<file path="config.mk">
export PLATFORM = sky130hd
export DESIGN_NAME = cursor_navigator
export DESIGN_NICKNAME = d
export VERILOG_FILES = /design/src/rtl/cursor_pkg.sv /design/src/rtl/rise_detect.sv /design/src/rtl/cursor_navigator.sv
export SDC_FILE = /design/constraint.sdc
export NUM_CORES = 1
export LEC_CHECK = 0
export CORE_MARGIN = 1
export CORE_UTILIZATION = 49
export DETAILED_ROUTE_END_ITERATION = 10
export GPL_ROUTABILITY_DRIVEN = 0
export PLACE_DENSITY_LB_ADDON = 0.15
export SLEW_MARGIN = 20
export SYNTH_ARGS = -nofsm -noshare
export SYNTH_HDL_FRONTEND = slang
export SYNTH_SLANG_ARGS = --single-unit
export TNS_END_PERCENT = 20
</file>
<file path="constraint.sdc">
create_clock -name clk -period 2.76 [get_ports clk]
set_clock_uncertainty 0.2 [all_clocks]
set_input_delay 0.276 -clock clk [delete_from_list [all_inputs] [get_ports clk]]
set_output_delay 0.276 -clock clk [all_outputs]
set_load 0.02 [all_outputs]
</file>
<file path="src/rtl/cursor_pkg.sv">
// cursor_pkg: heading encoding, direction-bus constants and rotation helpers for the cursor engine
package cursor_pkg;

    typedef enum logic [1:0] {
        F = 2'd0,
        B = 2'd1,
        T = 2'd2,
        C = 2'd3
    } heading_e;

    localparam logic [3:0] DIR_F = 4'b0011;
    localparam logic [3:0] DIR_B = 4'b1100;
    localparam logic [3:0] DIR_T = 4'b0001;
    localparam logic [3:0] DIR_C = 4'b0100;

    // Clockwise order F->B->T->C is the natural encoding order, so a turn is +/-1 mod 4
    function automatic heading_e rotate(heading_e h, logic right);
        return right ? heading_e'(h + 2'd1) : heading_e'(h - 2'd1);
    endfunction

    function automatic logic [3:0] dir_of(heading_e h);
        return h == F ? DIR_F : h == B ? DIR_B : h == T ? DIR_T : DIR_C;
    endfunction

endpackage

</file>
<file path="src/rtl/rise_detect.sv">
// rise_detect: registered one-cycle pulse on each rising edge of a level input
module rise_detect (
    input  logic clk,
    input  logic rstn,
    input  logic in_i,
    output logic pulse_o
);

    logic prev_q;
    logic pulse_q;

    // prev starts at 0 so an input already high at reset release counts as a rise
    always_ff @(posedge clk or negedge rstn) begin
        if (!rstn) begin
            prev_q  <= 1'b0;
            pulse_q <= 1'b0;
        end else begin
            prev_q  <= in_i;
            pulse_q <= in_i & ~prev_q;
        end
    end

    assign pulse_o = pulse_q;

endmodule

</file>
<file path="src/rtl/cursor_navigator.sv">
// cursor_navigator: heading FSM plus wrapping/saturating column/row cursor for the Sudoku board
module cursor_navigator
    import cursor_pkg::*;
#(
    parameter int GRID_N  = 9,
    parameter int COORD_W = 4,
    parameter bit WRAP    = 1'b1
) (
    input  logic               clk,
    input  logic               rstn,
    input  logic               turn_right,
    input  logic               turn_left,
    input  logic               step,
    input  logic               home,
    output logic [1:0]         heading,
    output logic [3:0]         dir_bus,
    output logic [COORD_W-1:0] col,
    output logic [COORD_W-1:0] row,
    output logic               moved,
    output logic               blocked
);

    localparam logic [COORD_W:0] LAST = (COORD_W + 1)'(GRID_N - 1);

    heading_e           heading_q, heading_d;
    logic [COORD_W-1:0] col_q, col_d, row_q, row_d;
    logic               moved_q, moved_d, blocked_q, blocked_d;
    logic               right_rise, left_rise, step_rise;
    logic               inc, on_row, at_edge, go;
    logic [COORD_W:0]   cur, nxt;

    rise_detect u_right (.clk(clk), .rstn(rstn), .in_i(turn_right), .pulse_o(right_rise));
    rise_detect u_left  (.clk(clk), .rstn(rstn), .in_i(turn_left),  .pulse_o(left_rise));
    rise_detect u_step  (.clk(clk), .rstn(rstn), .in_i(step),       .pulse_o(step_rise));

    // Heading next state: opposing turns in one cycle cancel, home forces F
    always_comb begin
        heading_d = heading_q;
        if (home)
            heading_d = F;
        else if (right_rise ^ left_rise)
            heading_d = rotate(heading_q, right_rise);
    end

    // Heading state register
    always_ff @(posedge clk or negedge rstn) begin
        if (!rstn)
            heading_q <= F;
        else
            heading_q <= heading_d;
    end

    // Steps use the heading held before any turn in the same cycle; F/B count up, B/C move the row
    assign inc     = ~heading_q[1];
    assign on_row  = heading_q[0];
    assign cur     = on_row ? {1'b0, row_q} : {1'b0, col_q};
    assign at_edge = inc ? (cur + 1'b1) > LAST : cur == '0;
    assign nxt     = at_edge ? (inc ? '0 : LAST) : (inc ? cur + 1'b1 : cur - 1'b1);
    assign go      = step_rise & (WRAP | ~at_edge);

    // Position and pulse next state: home wins over any step in the same cycle
    always_comb begin
        col_d     = col_q;
        row_d     = row_q;
        moved_d   = 1'b0;
        blocked_d = 1'b0;
        if (home) begin
            col_d = '0;
            row_d = '0;
        end else begin
            if (go && on_row)
                row_d = COORD_W'(nxt);
            if (go && !on_row)
                col_d = COORD_W'(nxt);
            moved_d   = go;
            blocked_d = step_rise & ~go;
        end
    end

    // Position and pulse registers
    always_ff @(posedge clk or negedge rstn) begin
        if (!rstn) begin
            col_q     <= '0;
            row_q     <= '0;
            moved_q   <= 1'b0;
            blocked_q <= 1'b0;
        end else begin
            col_q     <= col_d;
            row_q     <= row_d;
            moved_q   <= moved_d;
            blocked_q <= blocked_d;
        end
    end

    assign heading = heading_q;
    assign dir_bus = dir_of(heading_q);
    assign col     = col_q;
    assign row     = row_q;
    assign moved   = moved_q;
    assign blocked = blocked_q;

endmodule

</file>
# After elaboration in Yosys (flattened, before gate mapping)
# Index checks and enable logic that the tools add are counted.
op_classes:
  add_sub_neg: 4
  mul: 0
  div: 0
  magnitude_cmp: 1
  eq_ne: 2
  shifts: 0
  n_mux: 16
  n_bitwise: 7
  reduce_logical: 8
ops:
  columns: ["op", "count"]
  rows:
  - ["4-bit two-way mux", 10]
  - ["2-bit two-way mux", 3]
  - ["2-bit nonzero test", 3]
  - ["4-bit by 1-bit adder with 5-bit output (second input constant)", 1]
  - ["5-bit by 4-bit > comparator with 1-bit output (second input constant)", 1]
  - ["5-bit zero test", 1]
  - ["4-bit by 1-bit subtractor with 4-bit output (second input constant)", 1]
  - ["1-bit bitwise AND", 3]
  - ["3-bit two-way mux", 1]
  - ["1-bit NOT", 3]
  - ["2-bit by 1-bit adder with 2-bit output (second input constant)", 1]
  - ["2-bit by 1-bit equality test with 1-bit output (second input constant)", 1]
  - ["2-bit equality test (second input constant)", 1]
  - ["1-bit logical AND", 2]
  - ["2-bit zero test", 1]
  - ["1-bit two-way mux", 2]
  - ["2-bit by 1-bit subtractor with 2-bit output (second input constant)", 1]
  - ["1-bit zero test", 1]
  - ["1-bit XOR", 1]
totals:
  register_bits: 17
  latch_bits: 0
  ram_bits: 0
  romBits: 0
  input_bits: 6
  n_memories: 0

# Longest topological paths before layout
depth:
  depth_word: 7
  mapped_depth: 9

# Modules after synthesis
# Synthesis repeated with hierarchy kept, for this count alone.
hier_totals:
  hier_cells: 92
  hier_area_um2: 1049.8
modules_own_cells:
  columns: ["mod", "n_inst", "cells_each", "area_per_inst_um2", "seq_area_each_um2"]
  rows:
  - ["cursor_navigator", 1, 83, 858.3, 275.3]
  - ["rise_detect", 3, 3, 63.8, 50.0]

# Worst setup path after synthesis
# No wires, ideal clock.
synth_timing:
  path_type: "flip-flop to flip-flop"
  start: "register heading_q[0], in the netlist heading[0]"
  end: "register col_q[0], in the netlist col[0]"
  setup_time_ps: 140
  arrival_time_ps: 2159
  t_required_ps: 2420
  setup_slack_ps: 261
  path_stages_with_launch: 9
  period_less_slack_ps: 2499
  path_cell_list: "dfrtp_1 buf_6 mux2i_2 inv_1 ha_1 xor2_1 and2_2 o31ai_2 o21ai_0"
synth_via:
  elab_chain_len: 7
  word_cells_on_any_way: 13
  cone_classes: "2 x add/sub; 1 x order compare; 6 x mux; 4 x reduce/logical"
synth_lines:
  columns: ["element", "line_no", "source"]
  rows:
  - ["start: declaration", "cursor_navigator.sv:25", "heading_e heading_q, heading_d;"]
  - ["start signal: assignment", "cursor_navigator.sv:50", "heading_q <= heading_d;"]
  - ["4-bit two-way mux", "cursor_navigator.sv:56", "assign cur = on_row ? {1'b0, row_q} : {1'b0, col_q};"]
  - ["4-bit by 1-bit adder with 5-bit output", "cursor_navigator.sv:58", "assign nxt = at_edge ? (inc ? '0 : LAST) : (inc ? cur + 1'b1 : cur - 1'b1);"]
  - ["5-bit by 4-bit > comparator with 1-bit output", "cursor_navigator.sv:57", "assign at_edge = inc ? (cur + 1'b1) > LAST : cur == '0;"]
  - ["1-bit two-way mux", "cursor_navigator.sv:57", null]
  - ["4-bit two-way mux", "cursor_navigator.sv:58", null]
  - ["4-bit two-way mux", "cursor_navigator.sv:73", "if (go && !on_row)"]
  - ["4-bit two-way mux", "cursor_navigator.sv:67", "if (home) begin"]
  - ["end signal: assignment", "cursor_navigator.sv:88", "col_q <= col_d;"]
  - ["end: declaration", "cursor_navigator.sv:26", "logic [COORD_W-1:0] col_q, col_d, row_q, row_d;"]
# Several ways; a longest one is shown, not always the timed one. The select of a mux whose other input is x is not followed.
# A chain may end at the register's enable or synchronous reset.

# Final worst setup path
layout_timing:
  start: "register heading_q[0], in the netlist heading[0]"
  end: "output port dir_bus[0]"
layout_via:
  elab_chain_len: 4
  word_cells_on_any_way: 6
  cone_classes: "2 x eq/ne; 3 x mux; 1 x reduce/logical"
layout_lines:
  columns: ["element", "line_no", "source"]
  rows:
  - ["2-bit equality test", "cursor_pkg.sv:22", "return h == F ? DIR_F : h == B ? DIR_B : h == T ? DIR_T : DIR_C;"]
  - ["3-bit two-way mux", "cursor_pkg.sv:22", null]
  - ["4-bit two-way mux", "cursor_pkg.sv:22", null]
  - ["4-bit two-way mux *", "cursor_pkg.sv:22", null]
  - ["end: declaration", "cursor_navigator.sv:16", "output logic [3:0] dir_bus,"]
# Every way passes the cells marked *; elsewhere a longest branch is shown, timed or not.

==> summary.txt <==
RSZ-0062 raised after global routing: no
Met2 Use GR: 0.342
Synth cell types: 33
Vias in the first global route: 722
Number of remaining DRC errors: 0
DRT Pass-1 Iters: 4
Final instance count without filler cells: 144
Synth Register Bits: 17
Mapped Area: 1020 sq um
RR Startpoint: heading[0]$_DFFE_PN0P_
Peak VDD IR: 0.000446 V
Most used routing layer: met2
Number of DRC markers in iteration 0: 11
Initial antenna violation count: 0
Chip Height: 47.6 um
Diode count: 0
Clock period minus worst slack: 2.54 ns
Sequential power share: 0.468
Int Power: 0.405 mW
PostCTS Resize Cnt: 0
Cell Pwr Density: 473 nW/um^2
Met3 usage: 0.0453
Area after DPL: 1240 sq um
Main flop type after synthesis: dfrtp_1
Crit-path max FO: 11
FP Rows: 16
Starting Density: 0.519
Psw: 0.197 mW
Yosys warnings: 0
Num CTS Buffers: 3
Max_cap viols: 0
Status: finished, final reports clean
CP Class: reg2out
DIE AREA: 2260 sq um
Via count: 782
Post-route setup TNS: 0 ns
Number of top-level pins: 22
H-tree depth: 1
Port bufs: 20
Crit. Startpoint: heading[0]$_DFFE_PN0P_
Final HPWL from detailed placement: 1480 um
Synth async-reset ratio: 1.00
CP arrival: 2.07 ns
Seq/Total Area, Yosys: 0.418
P_leak: 0.547 nW
Reg2reg setup slack: 0.33 ns
Nets: 132
WL/cell: 13.6 um
Tightest Pin Transition: 0.742 ns
Clk slew on worst S/H paths: 0.10 ns
Clock Path Buffers: 2
Clock Power Share: 0.223
Switching Fraction: 0.327
Setup crit end kind: output pin
Share of cells above drive strength 1: 0.137
Antenna Nets Post-Route: 0
CP startpoint kind: register
Worst R2R Path Depth: 7
Worst slew margin: 0.504
EDFF count, synth: 0
Fin crit share: 0.921
Syn_nets: 109
Fmax: 0.393 GHz
Worst min path class: reg2reg
Vias per cell: 5.43
Worst-Skew Late Latency: 0.29 ns
First-pass GRT wire length: 3150 um
Clock Sinks: 17
Area grow syn2layout: 25.1%
GRT Overall Usage: 0.206
Hold Buf Count CTS: 0
Largest net degree at the start of global routing: 20
Met1 usage: 0.255
Syn_area_per_cell: 10.7 sq um
Synthesized instance count: 95
Post-route cell area: 1270 sq um
Final hold viol count: 0
Post-CTS Setup Repair Bufs: 0
Die Width: 47.6 um
Capturing point of the worst reg2reg path: col[0]$_DFFE_PN0P_
Max Slew Vio Count: 0
Final setup fails: 0
DP Cell Count: 140
Root Driver: clkbuf_4
Part of the power in combinational logic: 0.309
Final WL: 1960 um
CTS tree: built
Setup crit end: dir_bus[0]
Critical path required time: 2.28 ns
Remaining global-route overflow: 0
Core area: 1960 sq um
==> power groups by stage <==
stage	Combinational (mW)	Sequential (mW)	Clock (mW)
2_1_floorplan	0.113	0.290	0
3_3_place_gp	0.182	0.285	0
3_5_place_dp	0.187	0.286	0
4_1_cts	0.188	0.282	0.139
5_1_grt	0.205	0.284	0.150
6_report	0.186	0.282	0.134
==> worst min path at each step <==
stage,from,endpoint,cells after the start
after floorplan,rstn,col[0]$_DFFE_PN0P_,0
after global placement,u_right.prev_q$_DFF_PN0_,u_right.pulse_o$_DFF_PN0_,1
after detailed placement,u_step.prev_q$_DFF_PN0_,u_step.pulse_o$_DFF_PN0_,1
after CTS,u_right.prev_q$_DFF_PN0_,u_right.pulse_o$_DFF_PN0_,1
after global routing,u_left.prev_q$_DFF_PN0_,u_left.pulse_o$_DFF_PN0_,1
final,u_right.prev_q$_DFF_PN0_,u_right.pulse_o$_DFF_PN0_,1
==> cells in the mapped netlist (all sizes together), types with 3 or more instances <==
| library cell | count | area (sq um) |
|---|---|---|
| dfrtp | 17 | 425 |
| nand3b | 9 | 67.6 |
| o41ai | 4 | 35.0 |
| nor2 | 3 | 11.3 |
| xnor2 | 3 | 26.3 |
| xor2 | 3 | 26.3 |
| inv | 4 | 15.0 |
| ha | 8 | 100 |
| nor2b | 5 | 31.3 |
| o31ai | 3 | 27.5 |
| or3 | 4 | 25.0 |
| nand2 | 6 | 22.5 |
| mux2i | 4 | 51.3 |
| clkbuf | 3 | 11.3 |
==> final cells by class <==
cell class,instances,area [sq um]
repair buffers,23,223
flip-flops and latches,17,427
fillers,169,688
inverters,4,15.0
clock inverters,1,5.00
clock buffers,3,22.5
well taps,27,33.8
multi-input cells,69,548
==> sequential cells by signal, summed over array words and instances (netlist names) <==
signal and flops:
heading 2, u_left.pulse_o 1, u_step.pulse_o 1, moved 1, u_left.prev_q 1, row 4
u_step.prev_q 1, u_right.prev_q 1, u_right.pulse_o 1, col 4
==> cells in the final DEF (no fill, tap or decap) <==
| cell type | n |
|---|---|
| a21boi_0 | 1 |
| a21oi_1 | 2 |
| a2bb2oi_1 | 1 |
| a41oi_1 | 1 |
| and2_2 | 1 |
| buf_4 | 3 |
| clkbuf_4 | 3 |
| clkdlybuf4s50_1 | 20 |
| clkinv_2 | 1 |
| conb_1 | 1 |
| dfrtp_1 | 16 |
| dfrtp_2 | 1 |
| ha_1 | 8 |
| inv_1 | 4 |
| mux2_2 | 1 |
| mux2i_1 | 1 |
| mux2i_2 | 3 |
| nand2_1 | 6 |
| nand2b_1 | 1 |
| nand3_1 | 1 |
| nand3b_1 | 9 |
| nor2_1 | 3 |
| nor2b_1 | 5 |
| nor3_1 | 1 |
| nor3_4 | 1 |
| o21ai_0 | 2 |
| o221ai_1 | 1 |
| o2bb2ai_1 | 1 |
| o31ai_1 | 2 |
| o31ai_2 | 1 |
| o41ai_1 | 4 |
| or2_2 | 1 |
| or3_1 | 4 |
| xnor2_1 | 3 |
| xor2_1 | 3 |
==> per-stage QoR <==
step	utilization	hold WS (ns)	setup WS, ns	power [mW]
after floorplan	-	-0.220	0.261	0.403
after global placement	0.635	0.182	0.301	0.468
after detailed placement	0.635	0.185	0.200	0.474
after CTS	0.649	0.202	0.0236	0.608
after global routing	0.649	0.228	0.136	0.639
final	0.649	0.200	0.219	0.602
==> layer usage <==
metal	up-vias	share of wire	wire [um]
met5	-	0	0
met3	4	0.049	97
met2	20	0.49	971
met4	0	0.016	32
li1	378	-	-
met1	380	0.44	862
==> logic make-up (layout without fill, tap and decap cells) <==
kind of cell | count (synthesis) | in the layout | synth area share
and+or+nand+nor | 33 | 33 | 0.200
DFF | 17 | 17 | 0.418
AOI/OAI and AO/OA | 16 | 16 | 0.123
buffers and inverters | 9 | 31 | 0.0442
adders and majority gates | 8 | 8 | 0.0983
xor gates and xnor gates | 6 | 6 | 0.0516
muxes | 5 | 5 | 0.0614
other | 1 | 1 | 0.00368
==> critical path, cell delays in order, from the launching register on <==
cell,delay [ns]
dfrtp_2,0.55
inv_1,0.15
ha_1,0.25
or2_2,0.29
clkdlybuf4s50_1,0.53
(Power assumes the default switching activity.)
